### src/rtl/chain_score_max_if.sv
// rtl/chain_score_max_if.sv - beat input and anchor result handshake bundle for chain_score_max
interface chain_score_max_if #(
    parameter int IDX_W = 16,
    parameter int CNT_W = 8
);
    logic             in_valid;
    logic             in_ready;
    logic [31:0]      in_score;
    logic [31:0]      in_pred_f;
    logic [IDX_W-1:0] in_pred_idx;
    logic [31:0]      in_anchor_w;
    logic             in_nopred;
    logic             in_last;
    logic             out_valid;
    logic             out_ready;
    logic [31:0]      out_f;
    logic [IDX_W-1:0] out_p;
    logic [CNT_W-1:0] out_cnt;
    logic [IDX_W-1:0] out_anchor_idx;

    modport master (
        output in_valid, in_score, in_pred_f, in_pred_idx, in_anchor_w, in_nopred, in_last,
        input  in_ready,
        input  out_valid, out_f, out_p, out_cnt, out_anchor_idx,
        output out_ready
    );

    modport slave (
        input  in_valid, in_score, in_pred_f, in_pred_idx, in_anchor_w, in_nopred, in_last,
        output in_ready,
        output out_valid, out_f, out_p, out_cnt, out_anchor_idx,
        input  out_ready
    );
endinterface

### src/rtl/chain_score_max.sv
// rtl/chain_score_max.sv - per-anchor max over predecessor chain scores with saturating add
module chain_score_max #(
    parameter int IDX_W = 16,
    parameter int CNT_W = 8
) (
    input  logic               clk,
    input  logic               reset,
    chain_score_max_if.slave   bus
);
    localparam logic [1:0] IDLE   = 2'd0;
    localparam logic [1:0] ACCUM  = 2'd1;
    localparam logic [1:0] OUTPUT = 2'd2;

    logic [1:0]       state;
    logic [31:0]      best_f;
    logic [IDX_W-1:0] best_p;
    logic [CNT_W-1:0] cnt;
    logic [IDX_W-1:0] anchor_idx;

    logic             accept;
    logic signed [32:0] sum;
    logic [31:0]      cand;
    logic [31:0]      base_f;
    logic [IDX_W-1:0] base_p;
    logic [CNT_W-1:0] base_cnt;
    logic [31:0]      nxt_f;
    logic [IDX_W-1:0] nxt_p;
    logic [CNT_W-1:0] nxt_cnt;

    assign bus.in_ready       = (state != OUTPUT);
    assign bus.out_valid      = (state == OUTPUT);
    assign bus.out_f          = best_f;
    assign bus.out_p          = best_p;
    assign bus.out_cnt        = cnt;
    assign bus.out_anchor_idx = anchor_idx;

    assign accept = bus.in_valid && (state != OUTPUT);

    // 33-bit sum; a disagreement between the top two bits means overflow.
    assign sum = $signed({bus.in_pred_f[31], bus.in_pred_f}) + $signed({bus.in_score[31], bus.in_score});

    always_comb begin
        cand = sum[31:0];
        if (sum[32] != sum[31]) begin
            cand = sum[32] ? 32'h8000_0000 : 32'h7FFF_FFFF;
        end
    end

    // The first beat of an anchor seeds the accumulator before it is evaluated.
    always_comb begin
        base_f   = best_f;
        base_p   = best_p;
        base_cnt = cnt;
        if (state == IDLE) begin
            base_f   = bus.in_anchor_w;
            base_p   = '1;
            base_cnt = '0;
        end
        nxt_f   = base_f;
        nxt_p   = base_p;
        nxt_cnt = base_cnt;
        if (!bus.in_nopred) begin
            nxt_cnt = (&base_cnt) ? base_cnt : base_cnt + CNT_W'(1);
            if ($signed(cand) > $signed(base_f)) begin
                nxt_f = cand;
                nxt_p = bus.in_pred_idx;
            end
        end
    end

    always_ff @(posedge clk) begin
        if (reset) begin
            state      <= IDLE;
            best_f     <= '0;
            best_p     <= '1;
            cnt        <= '0;
            anchor_idx <= '0;
        end else begin
            case (state)
                IDLE, ACCUM: begin
                    if (accept) begin
                        best_f <= nxt_f;
                        best_p <= nxt_p;
                        cnt    <= nxt_cnt;
                        state  <= bus.in_last ? OUTPUT : ACCUM;
                    end
                end
                OUTPUT: begin
                    if (bus.out_ready) begin
                        state      <= IDLE;
                        anchor_idx <= anchor_idx + IDX_W'(1);
                    end
                end
                default: state <= IDLE;
            endcase
        end
    end
endmodule

### src/flat_wrapper.sv
// flat-port wrapper written by rule: the top's interface ports become plain ports
module chain_score_max_flat 
#(
    parameter int IDX_W = 16,
    parameter int CNT_W = 8
)
  (clk, reset, bus_in_valid, bus_in_score, bus_in_pred_f, bus_in_pred_idx, bus_in_anchor_w, bus_in_nopred, bus_in_last, bus_in_ready, bus_out_valid, bus_out_f, bus_out_p, bus_out_cnt, bus_out_anchor_idx, bus_out_ready);
  chain_score_max_if #(.IDX_W(IDX_W), .CNT_W(CNT_W)) bus_i ();
  input  logic clk;
  input  logic reset;
  input wire logic [$bits(bus_i.in_valid)-1:0] bus_in_valid;
  input wire logic [$bits(bus_i.in_score)-1:0] bus_in_score;
  input wire logic [$bits(bus_i.in_pred_f)-1:0] bus_in_pred_f;
  input wire logic [$bits(bus_i.in_pred_idx)-1:0] bus_in_pred_idx;
  input wire logic [$bits(bus_i.in_anchor_w)-1:0] bus_in_anchor_w;
  input wire logic [$bits(bus_i.in_nopred)-1:0] bus_in_nopred;
  input wire logic [$bits(bus_i.in_last)-1:0] bus_in_last;
  output wire logic [$bits(bus_i.in_ready)-1:0] bus_in_ready;
  output wire logic [$bits(bus_i.out_valid)-1:0] bus_out_valid;
  output wire logic [$bits(bus_i.out_f)-1:0] bus_out_f;
  output wire logic [$bits(bus_i.out_p)-1:0] bus_out_p;
  output wire logic [$bits(bus_i.out_cnt)-1:0] bus_out_cnt;
  output wire logic [$bits(bus_i.out_anchor_idx)-1:0] bus_out_anchor_idx;
  input wire logic [$bits(bus_i.out_ready)-1:0] bus_out_ready;
  assign bus_i.in_valid = bus_in_valid;
  assign bus_i.in_score = bus_in_score;
  assign bus_i.in_pred_f = bus_in_pred_f;
  assign bus_i.in_pred_idx = bus_in_pred_idx;
  assign bus_i.in_anchor_w = bus_in_anchor_w;
  assign bus_i.in_nopred = bus_in_nopred;
  assign bus_i.in_last = bus_in_last;
  assign bus_in_ready = bus_i.in_ready;
  assign bus_out_valid = bus_i.out_valid;
  assign bus_out_f = bus_i.out_f;
  assign bus_out_p = bus_i.out_p;
  assign bus_out_cnt = bus_i.out_cnt;
  assign bus_out_anchor_idx = bus_i.out_anchor_idx;
  assign bus_i.out_ready = bus_out_ready;
  chain_score_max #(.IDX_W(IDX_W), .CNT_W(CNT_W)) u_core (.clk(clk), .reset(reset), .bus(bus_i));
endmodule
### config.mk
export PLATFORM = sky130hd
export DESIGN_NAME = chain_score_max_flat
export DESIGN_NICKNAME = d
export VERILOG_FILES = /design/src/rtl/chain_score_max_if.sv /design/src/rtl/chain_score_max.sv /design/src/flat_wrapper.sv
export SDC_FILE = /design/constraint.sdc
export NUM_CORES = 1
export LEC_CHECK = 0
export CORE_ASPECT_RATIO = 1.2
export CORE_MARGIN = 4
export CORE_UTILIZATION = 48
export CTS_CLUSTER_DIAMETER = 200
export CTS_CLUSTER_SIZE = 24
export DETAILED_ROUTE_END_ITERATION = 8
export PLACE_DENSITY = 0.86
export SYNTH_ARGS = -nofsm -noshare
export SYNTH_HDL_FRONTEND = slang
export SYNTH_SLANG_ARGS = --single-unit
### constraint.sdc
create_clock -name clk -period 8.1 [get_ports clk]
set_input_delay 1.62 -clock clk [delete_from_list [all_inputs] [get_ports clk]]
set_output_delay 1.62 -clock clk [all_outputs]
set_load 0.01 [all_outputs]
Word level (Yosys, flattened, before mapping). Index checks and enable logic that the tools add are counted. Widths: inputs -> output; s select.

Register bits after elaboration: 74. Bits in latches: 0. RAM bits: 0. Memory bits (read-only): 0. Output and inout bits: 74. Logic and storage cells: 37. Memories kept: 0.

$add $sub $neg: 3. Multipliers: 0. Div/mod/pow operators: 0. Magnitude comparators: 1. Equal/unequal tests: 6. Shift-type cells: 0. Mux-type cells: 15. Bitwise operators: 0. Reduce and logical (&&, ||, !) cells: 7.

Operators by type and width (count): $mux 32 (5); $mux 16 (3); $add 32x32->33 (1); $gt 32x32->1 (1); $mux 8 (3); $add 16x1->16 const B (1); $add 8x1->8 const B (1); $reduce_and 8->1 (1); $mux 2 (3); $reduce_and 2->1 (3); $ne 2x1->1 const B (2); $pmux 2 s2 (1); $eq 2x1->1 const B (1); $eq 2x2->1 const B (1); $logic_not 2->1 (1); $ne 2x2->1 const B (1); $reduce_or 2->1 (1); $logic_and 1x1->1 (1); $ne 1x1->1 (1).

Longest topological paths before layout.
Depth in word-level cells: 6. Gate-level depth with buffers: 27.

Least setup slack after synthesis. Ideal clock, no wire load.

Kind: input to register. Start: input bus_in_pred_f[21]. End: register u_core.best_p[10], in the netlist u_core.bus.out_p[10]. Setup time: 132 ps. Arrival time: 6995 ps. Data required time: 7968 ps. Path slack: 973 ps. Stages on the path: 26. Buffers on the path: 4. Cell sequence: ha_1 buf_2 a21oi_1 a211oi_1 a211oi_1 or3b_2 a31oi_1 nor2_1 o21a_1 xnor2_1 ha_1 clkbuf_1 inv_1 and4_1 or4_4 ha_1 nand4_1 and4bb_2 a31oi_1 nor2b_1 and4_1 or2_2 clkbuf_1 o21ai_1 clkbuf_1 a21oi_1.

Word-level cells in the longest chain between the ends: 6.

RTL lines: start: declaration (RTL line flat_wrapper.sv:13) `input wire logic [$bits(bus_i.in_pred_f)-1:0] bus_in_pred_f;`; $add 32x32->33 (*) (RTL line chain_score_max.sv:40) `assign sum = $signed({bus.in_pred_f[31], bus.in_pred_f}) + $signed({bus.in_score[31], bus.in_score});`; $mux 32 / $ne 1x1->1 (equally long branches) (RTL line chain_score_max.sv:45, chain_score_max.sv:44); $mux 32 (*) (RTL line chain_score_max.sv:44) `if (sum[32] != sum[31]) begin`; $gt 32x32->1 (*) (RTL line chain_score_max.sv:64) `if ($signed(cand) > $signed(base_f)) begin`; $mux 16 (*) (RTL line chain_score_max.sv:64); $mux 16 (*) (RTL line chain_score_max.sv:62) `if (!bus.in_nopred) begin`; end signal: assignment (RTL line chain_score_max.sv:83) `best_p <= nxt_p;`; end: declaration (RTL line chain_score_max.sv:16) `logic [IDX_W-1:0] best_p;`.

Mark *: on every way between the ends. The rest lies on a longest branch, timed or not. A chain may end at the register's enable or synchronous reset.

Worst setup path in the final report.
Start: input bus_in_pred_f[21]. End: register u_core.best_f[14], in the netlist u_core.bus.out_f[14].

Word-level cells in the longest chain between the ends: 6.

RTL lines: $add 32x32->33 (*) (RTL line chain_score_max.sv:40); $mux 32 / $ne 1x1->1 (equally long branches) (RTL line chain_score_max.sv:45, chain_score_max.sv:44); $mux 32 (*) (RTL line chain_score_max.sv:44); $gt 32x32->1 (RTL line chain_score_max.sv:64); $mux 32 (*) (RTL line chain_score_max.sv:64); $mux 32 (*) (RTL line chain_score_max.sv:62); end signal: assignment (RTL line chain_score_max.sv:82) `best_f <= nxt_f;`; end: declaration (RTL line chain_score_max.sv:15) `logic [31:0] best_f;`.

Marked as above.

==> out/results.tsv <==
stage	metric	value	unit
grt	gr-total-overflow	0	
grt	antenna_found_initial	0	
hold_path	hold_class	flip-flop to flip-flop	
synth	yosys.area.top_type	dfxtp_1	
floorplan	start_util	0.493	
layout	diodes	0	
critical_path	cp-end-kind	flip-flop	
synth	synth-edff-count	0	
sta	finalSetupViolations	0	
cts	clock_path_buffers	2	
cts	clk_latency	0.34	ns
cts	htreeDepth	3	
critical_path	slowest_stage	or3b_2	
power_and_ir_drop	pwr-share-clk	0.244	
layout	nets	1154	
grt	grt_max_degree	62	
sta	finalClockSkew	0.00697	ns
placement	portBuffers	191	
route	ant_nets	0	
cts	numCtsBuffers	9	
cts	clock-root-buffer	clkbuf_16	
floorplan	coreArea	0.0128	sq mm
route	drt_iter0_markers	705	
power_and_ir_drop	p_sw	0.000668	W
sta	finalCritPeriodShare	0.948	
synth	async_flop_share	0	
cts	clock-sinks	74	
route	drt_pass1_iterations	8	
critical_path	critPathMaxStageDelay	0.48	ns
route	via_count	6924	
route	drc	0	
sta	rsz0062_at_grt	no	
synth	yosysTopAreaCellShare	0.235	
critical_path	cpMostUsedCell	ha_1	
synth	ys_ff_latch	74	
floorplan	num_io_pins	192	
power_and_ir_drop	switching_share	0.393	
route	drt-total-wl	19800	um
sta	finalHoldViolations	0	
floorplan	die_area	0.0150	sq mm
placement	hpwl	15100	um
critical_path	critPathMaxFanout	33	
critical_path	startpoint_type	input port	
power_and_ir_drop	power_density	196	mW/mm^2
route	drt-vias-per-instance	6.10	
synth	yosys_warnings	0	
power_and_ir_drop	leakagePower	3.52	nW
power_and_ir_drop	pwr-share-comb	0.498	
power_and_ir_drop	vdd_drop_max	0.169	mV
synth	netlist-cell-type-count	62	
sta	fmax	130	MHz
synth	synth_area	0.00630	sq mm
critical_path	crit_arrival	7.91	ns
sta	period_needed	7.68	ns
route	wl_per_cell	17.4	um
critical_path	crit_type	input port to flip-flop	
synth	netlist_instances	802	
layout	area_growth	37.3	%
floorplan	die-height	134	um
sta	tns	0	ns
synth	syn_nets	989	
synth	synth-seq-area-share	0.235	
run_status	status	complete, no violations	
cts	tritoncts	yes	
power_and_ir_drop	p_int	0.00103	W
floorplan	rows	45	
grt	grt_pass1_wl	31800	um
cts	clkTransAtPathRegs	0.06	ns
synth	netlist_top_cells_area	dfxtp_1 23%, ha_1 13%, a21oi_1 6.8%	
sta	slew_viol_final	0	
critical_path	cp_cell_sequence	clkdlybuf4s50_1 -> ha_1 -> a21oi_1 -> a211oi_1 -> a211oi_1 -> or3b_2 -> a31oi_1 -> nor2_1 -> o21a_1 -> xnor2_1 -> ha_1 -> o211ai_1 -> buf_12 -> o21ai_0 -> ha_1 -> nand4_1 -> nor4_2 -> a21boi_0 -> o31ai_1 -> a31oi_1 -> or2_2 -> buf_4 -> nor3_1 -> a211o_1	
grt	grt_use_total	0.253	
layout	most-common-layout-cells	190 x clkdlybuf4s50_1, 86 x a21oi_1, 74 x dfxtp_1	
critical_path	crit_required	8.33	ns
layout	final_common_cell	clkdlybuf4s50_1	
sta	worst-slew-pin-transition	1.15	ns
layout	drive_above_1_share	0.0473	
synth	synthFlopType	dfxtp_1	
flow_run	cap_violations	0	
synth	avgSynthCellArea	7.86	sq um
power_and_ir_drop	design_power_total	0.00170	W
grt	grt_pass1_vias	6718	
layout	fillers	1085	
power_and_ir_drop	p_seq_frac	0.258	
floorplan	die_w	113	um
sta	relSlewSlack	0.233	
placement	place.gp.congestion	0.925	
-- metal layers --
metal	vias to the layer above	wire length (um)	global-route usage
met1	3202	8170	0.312
met3	39	1530	0.0450
met4	0	482	0.0915
met5	-	0	0
li1	3365	-	-
met2	318	9570	0.438
-- sequential cells by signal, indices dropped and copies added, names as in the netlist --
register and cells:
u_core.state 2, u_core.bus.out_f 32, u_core.bus.out_anchor_idx 16, u_core.bus.out_p 16
u_core.bus.out_cnt 8
-- power by group through the flow --
stage	Sequential (W)	Clock [W]	Combinational (W)
after floorplan	0.000456	0	0.000509
after global placement	0.000444	0	0.000812
after detailed placement	0.000445	0	0.000824
after CTS	0.000438	0.000419	0.000833
after global routing	0.000444	0.000435	0.000926
final	0.000439	0.000414	0.000846
-- worst paths after layout --
check / startpoint / end / slack, ns / depth (start not counted)
min: u_core.bus.out_f[0]$_SDFFE_PP0P_ / u_core.bus.out_f[0]$_SDFFE_PP0P_ / 0.48 / 2
max: bus_in_pred_f[21] / u_core.bus.out_f[14]$_SDFFE_PP0P_ / 0.42 / 24
min reg2reg: u_core.bus.out_f[0]$_SDFFE_PP0P_ / u_core.bus.out_f[0]$_SDFFE_PP0P_ / 0.48 / 2
max reg2reg: u_core.state[1]$_SDFFE_PP0P_ / u_core.bus.out_f[14]$_SDFFE_PP0P_ / 4.16 / 13
-- critical path: cells and delay by family --
kind,cells,cell delay (ns)
compound gates,11,2.47
xor+xnor,1,0.14
fa+ha+maj,3,1.21
buf+inv,3,0.98
simple gates,6,1.49
-- cell type report --
type	count	area [sq um]	share of cell area
inverters	16	60.1	0.00694
repair buffers	203	2010	0.232
clock buffers	11	243	0.0280
clock inverters	5	62.6	0.00723
well taps	164	205	0.0237
flip-flops and latches	74	1480	0.171
multi-input cells	663	4590	0.531
-- synthesized netlist by cell type (3+ instances only) --
| cell type | instances |
|---|---|
| xnor2_1 | 15 |
| nor2_1 | 74 |
| nor3_1 | 20 |
| and2_1 | 6 |
| a21boi_0 | 3 |
| a211o_1 | 13 |
| dfxtp_1 | 74 |
| clkbuf_1 | 44 |
| a211oi_1 | 13 |
| and3_1 | 18 |
| nor3b_1 | 4 |
| o31a_1 | 3 |
| nor2b_1 | 4 |
| a32o_1 | 16 |
| nand4_1 | 8 |
| a21oi_1 | 86 |
| nand2b_1 | 5 |
| or3_1 | 6 |
| o21a_1 | 6 |
| o21ai_0 | 62 |
| a41oi_1 | 3 |
| inv_1 | 16 |
| nand2_1 | 45 |
| xor2_1 | 21 |
| mux2i_1 | 34 |
| o31ai_1 | 4 |
| a21o_1 | 8 |
| ha_1 | 68 |
| o211ai_1 | 24 |
| or2_2 | 3 |
| nor4_1 | 20 |
| a22oi_1 | 3 |
| and4_1 | 7 |
| nand3_1 | 18 |
| a31oi_1 | 12 |
-- stage by stage --
step	hold slack [ns]	utilization	setup WS, ns	std cells	cell area [sq um]
6_report	0.483	0.677	0.422	1136	8660
4_1_cts	0.485	0.677	0.441	1136	8650
5_1_grt	0.511	0.677	0.0144	1136	8660
2_1_floorplan	0.472	-	0.973	802	6300
3_5_place_dp	0.476	0.653	0.120	1120	8340
3_3_place_gp	0.473	0.653	0.264	1120	8340
-- what timing repair did --
action / in CTS / in global routing
hold buffers: 0 / 0
resized for setup: 0 / 1
endpoints found under the setup margin: 0 / 17
buffers inserted: 0 / 0
-- cell families (layout without fill, tap and decap cells) --
kind of cell	after synthesis	after routing	synth area share
AO/OA/AOI/OAI	277	277	0.284
buffers and inverters	65	235	0.0393
XOR/XNOR	36	36	0.0500
multiplexers	36	36	0.0576
flip-flops	74	74	0.235
adder cells (fa/ha/maj)	69	69	0.138
AND/OR/NAND/NOR	245	245	0.196
(Power assumes the default switching activity.)
